==> src/rtl/matrix_stream_sequencer_if.sv <==
// Byte-in / word-out stream bundle between the matrix sequencer and its environment.
// The sequencer takes the slave side; the producer/consumer takes the master side.
interface matrix_stream_sequencer_if;
   logic [7:0]  in_data;
   logic        in_valid;
   logic        in_ready;
   logic [15:0] out_data;
   logic        out_valid;
   logic        out_ready;
   logic        out_last;

   modport master (
      output in_data, in_valid, out_ready,
      input  in_ready, out_data, out_valid, out_last
   );

   modport slave (
      input  in_data, in_valid, out_ready,
      output in_ready, out_data, out_valid, out_last
   );
endinterface

==> src/rtl/matrix_stream_sequencer.sv <==
// Loads 4x4 byte operands A then B from a stream, captures the multiplier's product
// one cycle later, and streams the 16 result words out row-major.
module matrix_stream_sequencer (
   input  logic                      clk,
   input  logic                      rst,
   matrix_stream_sequencer_if.slave  strm,
   output logic [0:3][0:3][7:0]      matrixA,
   output logic [0:3][0:3][7:0]      matrixB,
   input  logic [0:3][0:3][15:0]     matrixC,
   output logic                      busy
);

   typedef enum logic [1:0] {StLoadA, StLoadB, StSettle, StSend} state_e;

   state_e                  state_q, state_d;
   logic [3:0]              idx_q, idx_d;
   logic [0:3][0:3][7:0]    mat_a_q, mat_a_d;
   logic [0:3][0:3][7:0]    mat_b_q, mat_b_d;
   logic [0:15][15:0]       res_q, res_d;

   always_ff @(posedge clk or posedge rst) begin
      if (rst) begin
         state_q <= StLoadA;
         idx_q   <= '0;
         mat_a_q <= '0;
         mat_b_q <= '0;
         res_q   <= '0;
      end else begin
         state_q <= state_d;
         idx_q   <= idx_d;
         mat_a_q <= mat_a_d;
         mat_b_q <= mat_b_d;
         res_q   <= res_d;
      end
   end

   // Handshake outputs decode from state/idx only; in_valid and out_ready only steer next state.
   always_comb begin
      state_d        = state_q;
      idx_d          = idx_q;
      mat_a_d        = mat_a_q;
      mat_b_d        = mat_b_q;
      res_d          = res_q;
      strm.in_ready  = 1'b0;
      strm.out_valid = 1'b0;
      strm.out_last  = 1'b0;
      strm.out_data  = '0;

      unique case (state_q)
         StLoadA: begin
            strm.in_ready = 1'b1;
            if (strm.in_valid) begin
               mat_a_d[idx_q[3:2]][idx_q[1:0]] = strm.in_data;
               idx_d = idx_q + 4'd1;
               if (idx_q == 4'd15) state_d = StLoadB;
            end
         end
         StLoadB: begin
            strm.in_ready = 1'b1;
            if (strm.in_valid) begin
               mat_b_d[idx_q[3:2]][idx_q[1:0]] = strm.in_data;
               idx_d = idx_q + 4'd1;
               if (idx_q == 4'd15) state_d = StSettle;
            end
         end
         StSettle: begin
            for (int unsigned e = 0; e < 16; e++) begin
               res_d[e[3:0]] = matrixC[e[3:2]][e[1:0]];
            end
            state_d = StSend;
         end
         StSend: begin
            strm.out_valid = 1'b1;
            strm.out_data  = res_q[idx_q];
            strm.out_last  = (idx_q == 4'd15);
            if (strm.out_ready) begin
               idx_d = idx_q + 4'd1;
               if (idx_q == 4'd15) state_d = StLoadA;
            end
         end
         default: begin
            state_d = StLoadA;
            idx_d   = '0;
         end
      endcase

      busy = (state_q != StLoadA) || (idx_q != 4'd0);
   end

   assign matrixA = mat_a_q;
   assign matrixB = mat_b_q;

endmodule

==> src/flat_wrapper.sv <==
// flat-port wrapper written by rule: the top's interface ports become plain ports
module matrix_stream_sequencer_flat 
  (clk, rst, matrixA, matrixB, matrixC, busy, strm_in_data, strm_in_valid, strm_out_ready, strm_in_ready, strm_out_data, strm_out_valid, strm_out_last);
  matrix_stream_sequencer_if strm_i ();
  input  logic clk;
  input  logic rst;
  output logic [0:3][0:3][7:0] matrixA;
  output logic [0:3][0:3][7:0] matrixB;
  input  logic [0:3][0:3][15:0] matrixC;
  output logic busy;
  input wire logic [$bits(strm_i.in_data)-1:0] strm_in_data;
  input wire logic [$bits(strm_i.in_valid)-1:0] strm_in_valid;
  input wire logic [$bits(strm_i.out_ready)-1:0] strm_out_ready;
  output wire logic [$bits(strm_i.in_ready)-1:0] strm_in_ready;
  output wire logic [$bits(strm_i.out_data)-1:0] strm_out_data;
  output wire logic [$bits(strm_i.out_valid)-1:0] strm_out_valid;
  output wire logic [$bits(strm_i.out_last)-1:0] strm_out_last;
  assign strm_i.in_data = strm_in_data;
  assign strm_i.in_valid = strm_in_valid;
  assign strm_i.out_ready = strm_out_ready;
  assign strm_in_ready = strm_i.in_ready;
  assign strm_out_data = strm_i.out_data;
  assign strm_out_valid = strm_i.out_valid;
  assign strm_out_last = strm_i.out_last;
  matrix_stream_sequencer u_core (.clk(clk), .rst(rst), .strm(strm_i), .matrixA(matrixA), .matrixB(matrixB), .matrixC(matrixC), .busy(busy));
endmodule
==> config.mk <==
export PLATFORM = sky130hd
export DESIGN_NAME = matrix_stream_sequencer_flat
export DESIGN_NICKNAME = d
export VERILOG_FILES = /design/src/rtl/matrix_stream_sequencer_if.sv /design/src/rtl/matrix_stream_sequencer.sv /design/src/flat_wrapper.sv
export SDC_FILE = /design/constraint.sdc
export NUM_CORES = 1
export LEC_CHECK = 0
export BUFFER_PORTS_ARGS = -buffer_cell sky130_fd_sc_hd__buf_4
export CAP_MARGIN = 10
export CELL_PAD_IN_SITES_DETAIL_PLACEMENT = 2
export CELL_PAD_IN_SITES_GLOBAL_PLACEMENT = 2
export CORE_UTILIZATION = 34
export CTS_BUF_LIST = sky130_fd_sc_hd__clkbuf_4 sky130_fd_sc_hd__clkbuf_8 sky130_fd_sc_hd__clkbuf_16
export DETAILED_ROUTE_END_ITERATION = 10
export PLACE_DENSITY_LB_ADDON = 0.2
export SYNTH_ARGS = -nofsm -noshare
export SYNTH_HDL_FRONTEND = slang
export SYNTH_SLANG_ARGS = --single-unit
export TNS_END_PERCENT = 1
==> constraint.sdc <==
create_clock -name clk -period 35 [get_ports clk]
set_clock_uncertainty 0.05 [all_clocks]
set_input_delay 7 -clock clk [delete_from_list [all_inputs] [get_ports clk]]
set_output_delay 7 -clock clk [all_outputs]
set_load 0.03 [all_outputs]
# ---- Yosys cells after proc, flatten, opt, wreduce, memory -nomap -nowiden
# Index checks and enable logic that the tools add are counted.
dict set report word_totals {
  reg_bits 518
  latch_bits 0
  mem_bits_rw 0
  romBits 0
  inputBits 268
  output_inout_bits 276
  word_cells 105
  n_memories 0
}
dict set report op_classes {
  n_addsub 1
  mul 0
  div_mod_pow 0
  n_lt_le_gt_ge 5
  eq_ne 11
  shift 0
  muxes 23
  bitwise 3
  reduce_logical 12
}
# op n
set op_table {}
lappend op_table {{128-bit bitwise mux} 2}
lappend op_table {{16-bit binary-select mux with 4-bit select} 1}
lappend op_table {{32-bit demux with 2-bit select} 1}
lappend op_table {{16-bit 2-to-1 mux} 3}
lappend op_table {{32-bit 2-to-1 mux} 1}
lappend op_table {{8-bit demux with 2-bit select} 1}
lappend op_table {{2-bit 2-to-1 mux} 6}
lappend op_table {{4-bit 2-to-1 mux} 2}
lappend op_table {{8-bit 2-to-1 mux} 1}
lappend op_table {{2-bit by 1-bit != test with 1-bit output (second input constant)} 4}
lappend op_table {{2-bit one-hot mux with 4 select lines} 1}
lappend op_table {{4-bit one-hot mux with 2 select lines} 1}
lappend op_table {{3-bit greater-or-equal comparator (second input constant)} 2}
lappend op_table {{3-bit by 1-bit less-than comparator with 1-bit output (second input constant)} 2}
lappend op_table {{2-bit != test (second input constant)} 3}
lappend op_table {{2-bit inverter with 3-bit output} 2}
lappend op_table {{6-bit AND reduction} 1}
lappend op_table {{5-bit greater-or-equal comparator (second input constant)} 1}
lappend op_table {{4-bit inverter with 5-bit output} 1}
lappend op_table {{4-bit by 1-bit adder with 4-bit output (second input constant)} 1}
lappend op_table {{2-bit == test (second input constant)} 2}
lappend op_table {{4-bit == test (second input constant)} 1}
lappend op_table {{2-bit AND reduction} 2}
lappend op_table {{2-bit nonzero test} 2}
lappend op_table {{8 further kinds} 11}

# ---- Depth between registers and ports, before layout
dict set report depth {
  word_depth 8
  depth_mapped 8
  mapped_depth_nobuf 6
}

# ---- Worst setup path after synthesis
# OpenSTA, ideal clock, no wires.
dict set report synth_path {
  path_type {register -> output}
  from {register u_core.idx_q[1]}
  to {output strm_out_data[10]}
  arrival_ns 1.963
  t_required_ns 27.950
  slack_ns 25.987
  stages_incl_launch_ff 8
  n_path_buf 3
  path_cell_list {dfrtp_1 > buf_2 > nor2b_1 > buf_1 > buf_2 > a22oi_1 > o221ai_1 > o21ai_0}
}
dict set report synth_between {
  elab_chain_len 5
}
# item line
set synth_rtl {}
lappend synth_rtl {{start, declared} matrix_stream_sequencer.sv:16} ;# logic [3:0] idx_q, idx_d;
lappend synth_rtl {{start signal, assigned} matrix_stream_sequencer.sv:30} ;# idx_q <= idx_d;
lappend synth_rtl {{4-bit inverter with 5-bit output (not written as such)} matrix_stream_sequencer.sv:74} ;# strm.out_data = res_q[idx_q];
lappend synth_rtl {{16-bit binary-select mux with 4-bit select} matrix_stream_sequencer.sv:74}
lappend synth_rtl {{16-bit 2-to-1 mux (not written as such) (2 in a row)} matrix_stream_sequencer.sv:74}
lappend synth_rtl {{16-bit 2-to-1 mux} matrix_stream_sequencer.sv:49} ;# unique case (state_q)
lappend synth_rtl {{end, declared} flat_wrapper.sv:15} ;# output wire logic [$bits(strm_i.out_data)-1:0] strm_out_data;
# No other way between the ends. The select of a mux whose other input is x is not followed.

==> impl_metrics.csv <==
group,metric,value,unit
status,run_status,"complete, no violations",
setup_path,end_kind,"asynchronous set/reset pin",
sta,rsz0062_at_grt,"no",
sta,post-route-min-period,10.78,ns
die,io-pin-count,544,
synthesis,post-synth-top-area-fraction,0.587,
sta,tns,0,ns
synthesis,yosys_warnings,0,
synthesis,synth.ff_latch_count,518,
cts,number_of_buffers_inserted_by_hold_repair_at_cts,0,
die,placement_rows,93,
sta,max_clock_freq,92.7,MHz
synthesis,ys_seq_area_frac,0.587,
sta,worst_slew_margin_rel,0.194,
synthesis,average_cell_area_after_synthesis,16.2,um2
power,power.static_leakage,13.9,nW
route,drtPass1Iterations,5,
global_routing,grt_overflow_total,0,
cts,cts_root_buf,"clkbuf_16",
power,max-vdd-ir-drop,83.3,uV
global_routing,grt_max_degree,197,
die,die_width,257,um
die,design.die.area,0.0659,mm2
placement,buffer_ports.inserted,543,
route,wire_per_inst,26.0,um
synthesis,synth.net_count,1639,
route,detail_route.drc_violations,0,
placement,placedInstanceArea,0.0269,mm2
sta,finalHoldViolCount,0,
layout,drive_above_1_share,0.665,
layout,final_net_count,2173,
layout,num-fill-cells,6211,
setup_path,launch_point_of_the_critical_path,"rst",
setup_path,worstReg2RegStart,"u_core.idx_q[0]",
layout,postLayoutCoreUtil,0.451,
layout,multiInputGateArea,0.00868,mm2
cts,clock_insertion_delay_worst_skew,0.60,ns
setup_path,critPathMaxFanout,136,
global_routing,groute.usage.overall,0.222,
placement,detailed_place_hpwl,52400,um
cts,tritoncts,"yes",
synthesis,post_synthesis_cell_area,0.0221,mm2
run,max-cap-violations,0,
power,power,3.03,mW
power,p_per_area,104,mW/mm2
sta,finalCritPeriodShare,0.308,
layout,seq_area,0.0130,mm2
sta,tightestPinTransition,1.21,ns
layout,syn2layout_area_growth,31.6,%
synthesis,ys_top_cells_by_area,"dfrtp_1, mux2_2, mux4_2",
sta,slew_viol_final,0,
setup_path,worst_setup_start_kind,"input port",
hold_path,holdCritStartpoint,"u_core.res_q[53]",
placement,pre_cts_slack,23.31,ns
route,postRouteAntennaNets,0,
cts,cts_buffers,60,
route,num_vias,13800,
hold_path,hold_path_class,"register to register",
sta,setup_ws,24.22,ns
route,dr.first_iter.drc_count,420,
synthesis,syn-instance-count,1362,
global_routing,initial_antenna_violation_count,11,
cts,clk_path_buf_depth,3,
layout,final_non_filler_cell_area,0.0290,mm2
cts,post-cts-setup-buffer-count,0,
cts,cts_htree_levels,2,
cts,cts_resized,0,
setup_path,cp_data_arrival_time,11.30,ns
setup_path,crit_type,"input port to asynchronous set/reset pin",
placement,gp_congestion,0.782,
die,die_height,257,um
global_routing,grt_first_pass_wirelength,108000,um
global_routing,grt_pass1_vias,15900,
route,avgViaCountPerCell,4.93,
synthesis,yosysUniqueCellTypes,34,
cts,cts.sink_count,518,
sta,finalSetupViolCount,0,
setup_path,worst-endpoint-required,35.52,ns
cts,path_clk_slew,0.06,ns
synthesis,synth_top_area_cell,"dfrtp_1",
die,core-area,0.0643,mm2
die,start_util,0.343,
route,postRouteWirelength,73000,um
## synthesized netlist by cell type (all sizes together)
library cell	number
nor2b	1
xnor2	3
mux4	32
mux2	545
nor2	40
mux2i	33
o221ai	16
o22ai	1
or2	2
clkbuf	36
buf	46
nand4	1
nand3	10
a21oi	1
a22oi	32
dfrtp	518
nand2	7
ha	9
nand2b	3
inv	8
a221oi	1
o21ai	17
## metrics by stage
stage	std cells	hold WS [ns]
2_1_floorplan	1362	0.425
3_3_place_gp	2689	0.424
3_5_place_dp	2689	0.443
4_1_cts	2801	0.457
5_1_grt	2803	0.465
6_report	2805	0.453
## flip-flops by register name, summed over array words and instances, names as in the netlist
register        flops
u_core.res_q      256
u_core.matrixA    128
u_core.matrixB    128
u_core.idx_q        4
u_core.state_q      2
## cells in the final DEF, fill, tap and decap left out, drive strengths merged
master and instances:
buf 554, mux2 545, dfrtp 518, clkbuf 92
nor2 40, mux2i 33, a22oi 32, mux4 32
o21ai 17, o221ai 16, clkinv 13, nand3 10
ha 9, inv 9, nand2 7, bufinv 5
diode 4, xnor2 3, nand2b 3, or2 2
nor2b 1, a21oi 1, o22ai 1, a221oi 1
nand4 1, clkinvlp 1
## power by group
part	switching (mW)	total, mW	internal [mW]
clock network	0.255	0.658	0.403
registers	0.180	1.06	0.876
logic	0.705	1.31	0.609
total	1.14	3.03	1.89
## kinds of logic after synthesis
group / share of synthesized area
mux: 0.326
flops: 0.587
buf+inv: 0.0206
compound gates: 0.0231
simple gates: 0.0371
fa+ha+maj: 0.00510
xor+xnor: 0.00119
## critical path, cell delays in order
cell	delay (ns)
buf_4	0.13
inv_8	0.63
buf_4	0.85
buf_4	0.81
buf_4	0.77
buf_4	0.90
## cell type report
class                      instances  share of cell area
clock buffer                      92              0.0642
multi-input combinational        754               0.299
inverter                           8             0.00129
clock inverter                    20             0.00832
antenna                            4            0.000345
sequential                       518               0.447
timing repair buffer             554               0.144
tap                              855              0.0368
## final timing paths
| check | to | slack (ns) | cells after the start |
|---|---|---|---|
| max reg2reg | u_core.matrixB[4] | 31.54 | 5 |
| max | u_core.matrixA[27] | 24.22 | 6 |
| min reg2reg | u_core.res_q[53] | 0.45 | 1 |
| max in group clk | strm_out_data[4] | 24.40 | 5 |
| min | u_core.res_q[53] | 0.45 | 1 |
| min in group asynchronous | u_core.res_q[121] | 6.55 | 2 |
## routing by layer
metal	routed length, um	global-route usage
met5	109	0
met4	2160	0.0729
met3	4330	0.0580
met2	37300	0.384
met1	29100	0.267
No activity file was read; power rests on OpenSTA's default activity.
